$ cat src/rtl/whack_pkg.sv
// Shared types and defaults for the whack-a-mole player-input path.
// Holds the mole state encoding and the build-time default sizes.
package whack_pkg;

  localparam int DEF_NUM_MOLES       = 5;
  localparam int DEF_DEBOUNCE_CYCLES = 100000;
  localparam int IDX_W               = 3;

  typedef enum logic [1:0] {
    MOLE_IDLE    = 2'd0,
    MOLE_ARMED   = 2'd1,
    MOLE_WHACKED = 2'd2
  } mole_state_e;

endpackage

$ cat src/rtl/switch_debouncer.sv
// One slide switch: two-flop synchroniser and stability-count debounce.
// The clean level only moves after DEBOUNCE_CYCLES agreeing samples.
module switch_debouncer
  import whack_pkg::*;
#(
  parameter int DEBOUNCE_CYCLES = DEF_DEBOUNCE_CYCLES
) (
  input  logic clk,
  input  logic reset,
  input  logic switch_i,
  output logic clean_o
);

  localparam int CNT_W = $clog2(DEBOUNCE_CYCLES);
  localparam logic [CNT_W-1:0] CNT_MAX =
    CNT_W'(DEBOUNCE_CYCLES - 1);

  logic             sync0_q;
  logic             sync1_q;
  logic             clean_q;
  logic [CNT_W-1:0] cnt_q;

  // Synchronise, then count agreeing samples; any bounce restarts the count.
  always_ff @(posedge clk or negedge reset) begin
    if (!reset) begin
      sync0_q <= 1'b0;
      sync1_q <= 1'b0;
      clean_q <= 1'b0;
      cnt_q   <= '0;
    end else begin
      sync0_q <= switch_i;
      sync1_q <= sync0_q;
      if (sync1_q == clean_q) begin
        cnt_q <= '0;
      end else if (cnt_q == CNT_MAX) begin
        clean_q <= sync1_q;
        cnt_q   <= '0;
      end else begin
        cnt_q <= cnt_q + 1'b1;
      end
    end
  end

  assign clean_o = clean_q;

endmodule

$ cat src/rtl/whack_hit_detector.sv
// Switch conditioning, toggle events, arbitration and hit/miss judging.
// Define WHACK_MISS_PENALTY_EN to enable miss_pulse on unlit-mole toggles.
module whack_hit_detector
  import whack_pkg::*;
#(
  parameter int NUM_MOLES       = DEF_NUM_MOLES,
  parameter int DEBOUNCE_CYCLES = DEF_DEBOUNCE_CYCLES
) (
  input  logic                 clk,
  input  logic                 reset,
  input  logic [NUM_MOLES-1:0] switch_in,
  input  logic [NUM_MOLES-1:0] mole_mask,
  input  logic                 game_active,
  output logic [NUM_MOLES-1:0] switch_clean,
  output logic                 hit_pulse,
  output logic                 miss_pulse,
  output logic [IDX_W-1:0]     hit_index
);

  logic [NUM_MOLES-1:0] clean;
  logic [NUM_MOLES-1:0] clean_prev_q;
  logic [NUM_MOLES-1:0] pending_q;
  logic [NUM_MOLES-1:0] pending_d;
  logic [NUM_MOLES-1:0] event_w;
  logic [NUM_MOLES-1:0] grant;
  logic                 grant_vld;
  logic [IDX_W-1:0]     grant_idx;
  logic                 hit_q;
  logic                 hit_d;
  logic                 miss_q;
  logic                 miss_d;
  logic [IDX_W-1:0]     idx_q;
  logic [IDX_W-1:0]     idx_d;
  mole_state_e          state_q [NUM_MOLES];
  mole_state_e          state_d [NUM_MOLES];

  for (genvar g = 0; g < NUM_MOLES; g++) begin : g_deb
    switch_debouncer #(
      .DEBOUNCE_CYCLES(DEBOUNCE_CYCLES)
    ) u_deb (
      .clk     (clk),
      .reset   (reset),
      .switch_i(switch_in[g]),
      .clean_o (clean[g])
    );
  end

  assign event_w = clean ^ clean_prev_q;

  // Lowest-index pending toggle wins; one judgement per cycle.
  always_comb begin
    grant     = '0;
    grant_vld = 1'b0;
    grant_idx = '0;
    for (int i = NUM_MOLES - 1; i >= 0; i--) begin
      if (pending_q[i]) begin
        grant     = '0;
        grant[i]  = 1'b1;
        grant_vld = 1'b1;
        grant_idx = IDX_W'(i);
      end
    end
  end

  // Judge the granted toggle against the registered mole state.
  always_comb begin
    hit_d  = 1'b0;
    miss_d = 1'b0;
    for (int i = 0; i < NUM_MOLES; i++) begin
      if (grant[i] && game_active) begin
        hit_d  = (state_q[i] == MOLE_ARMED);
`ifdef WHACK_MISS_PENALTY_EN
        miss_d = (state_q[i] == MOLE_IDLE);
`endif
      end
    end
    idx_d = (hit_d || miss_d) ? grant_idx : idx_q;
  end

  // Pending set: retire the grant, merge new toggles, flush when idle.
  always_comb begin
    pending_d = '0;
    if (game_active && grant_vld) begin
      pending_d = (pending_q & ~grant) | event_w;
    end else if (game_active) begin
      pending_d = pending_q | event_w;
    end
  end

  // Mole lifecycle: a lighting can be scored once; mask fall wins.
  always_comb begin
    for (int i = 0; i < NUM_MOLES; i++) begin
      state_d[i] = state_q[i];
      if (!mole_mask[i]) begin
        state_d[i] = MOLE_IDLE;
      end else if (state_q[i] == MOLE_IDLE) begin
        state_d[i] = MOLE_ARMED;
      end else if (grant[i] && hit_d) begin
        state_d[i] = MOLE_WHACKED;
      end
    end
  end

  // State and registered pulse outputs.
  always_ff @(posedge clk or negedge reset) begin
    if (!reset) begin
      clean_prev_q <= '0;
      pending_q    <= '0;
      hit_q        <= 1'b0;
      miss_q       <= 1'b0;
      idx_q        <= '0;
      for (int i = 0; i < NUM_MOLES; i++) begin
        state_q[i] <= MOLE_IDLE;
      end
    end else begin
      clean_prev_q <= clean;
      pending_q    <= pending_d;
      hit_q        <= hit_d;
      miss_q       <= miss_d;
      idx_q        <= idx_d;
      for (int i = 0; i < NUM_MOLES; i++) begin
        state_q[i] <= state_d[i];
      end
    end
  end

  assign switch_clean = clean;
  assign hit_pulse    = hit_q;
  assign miss_pulse   = miss_q;
  assign hit_index    = idx_q;

endmodule

$ cat config.mk
export PLATFORM = sky130hd
export DESIGN_NAME = whack_hit_detector
export DESIGN_NICKNAME = d
export VERILOG_FILES = /design/src/rtl/whack_pkg.sv /design/src/rtl/switch_debouncer.sv /design/src/rtl/whack_hit_detector.sv
export SDC_FILE = /design/constraint.sdc
export NUM_CORES = 1
export LEC_CHECK = 0
export CAP_MARGIN = 20
export CORE_MARGIN = 3
export CORE_UTILIZATION = 30
export DETAILED_ROUTE_END_ITERATION = 7
export DONT_BUFFER_PORTS = 1
export HOLD_SLACK_MARGIN = 0.1
export PLACE_DENSITY_LB_ADDON = 0.05
export SKIP_LAST_GASP = 1
export SYNTH_ARGS = -nofsm -noshare
export SYNTH_HDL_FRONTEND = slang
export SYNTH_HIERARCHICAL = 1
export SYNTH_SLANG_ARGS = --single-unit
$ cat constraint.sdc
create_clock -name clk -period 2.35 [get_ports clk]
set_clock_uncertainty 0.15 [all_clocks]
set_input_delay 0.705 -clock clk [delete_from_list [all_inputs] [get_ports clk]]
set_output_delay 0.705 -clock clk [all_outputs]
set_load 0.02 [all_outputs]
Word level (Yosys, flattened, before mapping)
Cells that the tools add are included.
{ "op_classes": {"addsub": 5, "multipliers": 0, "div_mod_pow": 0, "order_cmp": 0, "n_eq_ne": 20, "n_shift": 0, "mux": 47, "n_bitwise": 10, "reduce_logical": 21} }
{ "ops": {"columns": ["operator", "n"], "rows": [
  ["$mux 17", 10],
  ["$add 17x1->17 const B", 5],
  ["$eq 17x17->1 const B", 5],
  ["$mux 5", 7],
  ["$mux 2", 15],
  ["$mux 3", 5],
  ["$ne 3x1->1 const B", 5],
  ["$logic_and 1x1->1", 11],
  ["$eq 2x1->1 const B", 5],
  ["$logic_not 2->1", 5],
  ["$mux 1", 10],
  ["$or 5x5->5", 2],
  ["$reduce_and 2->1", 5],
  ["$and 5x5->5", 1],
  ["$eq 1x1->1", 5],
  ["$not 1->1", 5],
  ["$not 5->5", 1],
  ["$xor 5x5->5", 1]
]} }
{ "word_totals": {"ff_bits": 124, "latch_bits": 0, "mem_bits_rw": 0, "mem_bits_ro": 0, "input_bits": 13, "out_inout_bits": 10, "word_cells": 132, "memories": 0} }

Logic depth before layout (Yosys ltp)
{ "depth": {"depth_word": 15, "ltp_mapped": 6, "ltp_nobuf": 5} }

Hierarchy
Netlist, hierarchy kept.
{ "modules_own_cells": {"columns": ["mod", "instances", "cells_per_inst", "area_each_um2"], "rows": [
  ["switch_debouncer", 5, 89, 937.1],
  ["whack_hit_detector", 1, 89, 1024.7]
]} }

Worst setup path after synthesis
No wires, ideal clock.
{ "synth_path": {"path_kind": "reg-to-reg", "from": "reg g_deb[0].u_deb.cnt_q[13]", "to": "reg g_deb[0].u_deb.cnt_q[10]", "arrival_ns": 1.619, "path_slack_ns": 0.462, "stages_incl_launch_ff": 6, "path_buffers": 1, "period_less_slack_ns": 1.888, "cell_sequence": "dfrtp_1 -> or4b_1 -> nor4_2 -> a41o_2 -> buf_8 -> nor2_1"} }
{ "synth_between": {"elab_chain_len": 3} }
{ "synth_lines": {"columns": ["item", "line", "rtl"], "rows": [
  ["from (decl)", "switch_debouncer.sv:21", "logic [CNT_W-1:0] cnt_q;"],
  ["from (signal assigned)", "switch_debouncer.sv:39", "cnt_q <= cnt_q + 1'b1;"],
  ["$eq 17x17->1", "switch_debouncer.sv:35", "end else if (cnt_q == CNT_MAX) begin"],
  ["$mux 17", "switch_debouncer.sv:35", null],
  ["$mux 17", "switch_debouncer.sv:33", "if (sync1_q == clean_q) begin"]
]} }
No other way between the ends.
A chain may end at the register's enable or synchronous reset.

Worst setup path in the final report
{ "layout_path": {"from": "reg pending_q[0]", "to": "reg idx_q[1] (netlist: hit_index[1])"} }
{ "layout_between": {"elab_chain_len": 7, "word_cells_on_any_way": 12, "classes_between": "mux (7); reduce/logical (5)"} }
{ "layout_lines": {"columns": ["item", "line", "rtl"], "rows": [
  ["from (decl)", "whack_hit_detector.sv:22", "logic [NUM_MOLES-1:0] pending_q;"],
  ["from (signal assigned)", "whack_hit_detector.sv:117", "pending_q <= pending_d;"],
  ["$mux 5", "whack_hit_detector.sv:56", "if (pending_q[i]) begin"],
  ["$logic_and 1x1->1", "whack_hit_detector.sv:70", "if (grant[i] && game_active) begin"],
  ["$mux 1 (5 in series)", "whack_hit_detector.sv:70", null],
  ["to (signal assigned)", "whack_hit_detector.sv:120", "idx_q <= idx_d;"],
  ["to (decl)", "whack_hit_detector.sv:32", "logic [IDX_W-1:0] idx_q;"]
]} }
Several ways; a longest one is shown, not always the timed one.

==> metrics.cfg <==
[logic_synthesis]
synthDominantCellAreaShare_pct = 54.3
asyncSetResetFlopFracSynth_pct = 100
combinational_family_with_the_most_area_after_synthesis = simple AND/OR/NAND/NOR gates
library_cell_with_the_highest_instance_count_after_synthesis = sky130_fd_sc_hd__dfrtp_1
post_synthesis_share_of_cell_area_spent_on_full_adders_half_adders_and_majority_gates_pct = 1.10
synth-compound-area-share_pct = 3.37
synthSimpleGateAreaFrac_pct = 23.2
synth_seq_area_share_pct = 54.3
syn_area_sq_um = 5710
yosys.cell_types.count = 40
postSynthAreaPerCell_sq_um = 10.7
yosys.area_share.xor_xnor_pct = 13.0
ys.flop_type = sky130_fd_sc_hd__dfrtp_1
post_synth_inst_count = 534
yosysTopAreaCell = sky130_fd_sc_hd__dfrtp_1
syn_nets = 552
synthTopCellsByCount = 124 x sky130_fd_sc_hd__dfrtp_1, 99 x sky130_fd_sc_hd__nor2_1, 63 x sky130_fd_sc_hd__xnor2_1
yosys_register_bits = 124
ys_top_cells_by_area = sky130_fd_sc_hd__dfrtp_1 54%, sky130_fd_sc_hd__xnor2_1 9.7%, sky130_fd_sc_hd__nor2_1 6.5%
synth-edff-count = 0
ys.warnings.count = 6
synth.mux.area_fraction_pct = 1.77

[placement]
detailed_place_hpwl_um = 7060
post_dp_cell_area_sq_um = 5890
buffers_added_on_ports = 0
place.gp.congestion = 0.741

[die]
number_of_cell_rows = 49
total_die_area_sq_um = 20700
die_width_um = 144
die_h_um = 144
design.portCount = 23
design.core.area_sq_um = 18300
initial_utilization_pct = 31.2

[power]
power.density_nw_per_um2 = 730
fin_total_pwr_uw = 4690
power.ir.vdd_worst_mv = 0.425
cellLeakagePower_uw = 0.00257

[critical_path]
endpoint_kind = flop
class_of_the_most_critical_setup_path = reg -> reg
worst_r2r_startpoint = pending_q[0]
r2r_slack_ns = 0.22
cp.arrival_ns = 2.28
critPathMaxFanout = 9
rr_worst_depth = 4
timing.critical_path.from_type = flop
cp-startpoint = pending_q[0]
worstPathRequired_ns = 2.49

[sta]
hold_viol_final = 124
final.hold.worst_slack_ns = -0.160
final.min_clock_period_ns = 2.13
fin_setup_tns_ns = 0
report.final.slew_viol_count = 0
rsz0062_at_grt = false
final.period_utilization_pct = 90.7
timing.final.setup_violations = 0
fmax_ghz = 0.469

[cts]
clock_tree.htree_level_count = 4
clock-root-buffer = sky130_fd_sc_hd__clkbuf_16
tritoncts.num_buffers = 17
cts.sinks = 124
clk_transition_reported_paths_ns = 0.06
cts_tree = yes
post_cts.resized_instances = 0
post_cts_buffers = 0
clock_latency_ns = 0.41
cts-root-to-sink-buffers = 2

[job]
drv_cap = 0

[finish]
finish.instance_area_sq_um = 6420
finalCoreUtilization_pct = 35.0
area_growth_pct = 12.4
fillers = 1865
post_route_cells_drive_above_1_share_pct = 9.21
nets = 563
antenna-diode-count = 0

[detailed_routing]
initialDrtViolationCount = 124
routedWlPerCell_um = 14.0
post_detailed_route_count_of_antenna_violating_nets = 0
route.final.wire_length_um = 11000
detail_route.first_pass.iterations = 4
via_count = 3775
post-route-drc-count = 0
viasPerCell = 4.82

[run_status]
failed_checks = negative hold slack
outcome = complete, but fails checks

[grt]
grt_start_max_net_pins = 125
grt_pass1_vias = 3883
grt_first_pass_wirelength_um = 19100
antenna_violations_before_repair = 0
grt_overflow_total = 0
grt_util_all_layers_pct = 11.6

[worst_hold_path]
hold_path.class = in -> async

## worst max-delay path, cell delays in order (launching register included)
cell	delay, ns
sky130_fd_sc_hd__dfrtp_1	0.47
sky130_fd_sc_hd__or2_2	0.38
sky130_fd_sc_hd__nor3_1	0.22
sky130_fd_sc_hd__o41a_1	0.45
sky130_fd_sc_hd__mux2_4	0.34
## cells in the final DEF (no fill, tap or decap), drive strengths merged, types with 2 or more instances in the layout
master / count
a21boi: 2
a21oi: 8
a41o: 5
a41oi: 2
and4: 6
clkbuf: 20
clkinv: 4
clkinvlp: 3
dfrtp: 124
ha: 5
inv: 19
mux2: 8
nand2: 25
nand3: 25
nand4: 31
nor2: 100
nor2b: 4
nor3: 21
nor3b: 5
nor4: 30
o21ai: 4
or4b: 5
xnor2: 63
xor2: 22
## cell families (layout without fill, tap and decap cells)
family | after synthesis | in the layout
buf+inv | 27 | 47
fa+ha+maj | 5 | 5
xor+xnor | 85 | 85
compound gates | 26 | 26
simple gates | 258 | 258
other cells | 1 | 1
mux | 8 | 8
flops | 124 | 124
## through the flow
step | hold WS [ns] | setup slack [ns] | instances
after floorplan | 0.181 | 0.462 | 534
after global placement | 0.186 | 0.239 | 755
after detailed placement | 0.186 | 0.185 | 755
after CTS | -0.184 | 0.214 | 783
after global routing | -0.190 | 0.0857 | 783
final | -0.160 | 0.218 | 783
## per-layer routing
metal / track usage, % / part of all wire, % / vias to the layer above
met5: 0 / 0 / -
met3: 3.56 / 3.6 / 13
met4: 5.05 / 1.8 / 0
li1: - / - / 1887
met2: 18.2 / 46 / 42
met1: 14.7 / 48 / 1833
## report_power, final
| group | total, uW | internal [uW] | leakage (uW) | switching [uW] |
|---|---|---|---|---|
| combinational | 89.6 | 34.5 | 0.000629 | 55.2 |
| sequential | 2210 | 2170 | 0.00168 | 38.3 |
| clock | 2380 | 1470 | 0.000255 | 910 |
| total | 4690 | 3680 | 0.00257 | 1000 |
## layout make-up
type	count	area [sq um]	area share [%]
clock buffers	20	457	7.11
flip-flops and latches	124	3100	48.3
inverters	19	71.3	1.11
well taps	229	287	4.46
clock inverters	8	72.6	1.13
multi-input cells	383	2430	37.9
## registers in the layout, indices dropped and copies added (netlist names)
signal / flops
clean_prev_q: 5
g_deb.u_deb/sync1_q: 5
g_deb.u_deb/cnt_q: 85
pending_q: 5
g_deb.u_deb/sync0_q: 5
hit_pulse: 1
state_q: 10
hit_index: 3
g_deb.u_deb/clean_o: 5
## path summary, 6_finish.rpt
check,to
worst max-delay path,hit_index[1]
worst min-delay path,hit_index[2]
worst max register to register,hit_index[1]
worst min register to register,g_deb[0].u_deb/sync1_q
max in group asynchronous,g_deb[3].u_deb/cnt_q[7]
min in group clk,g_deb[0].u_deb/sync0_q
No activity file was read; power rests on OpenSTA's default activity.
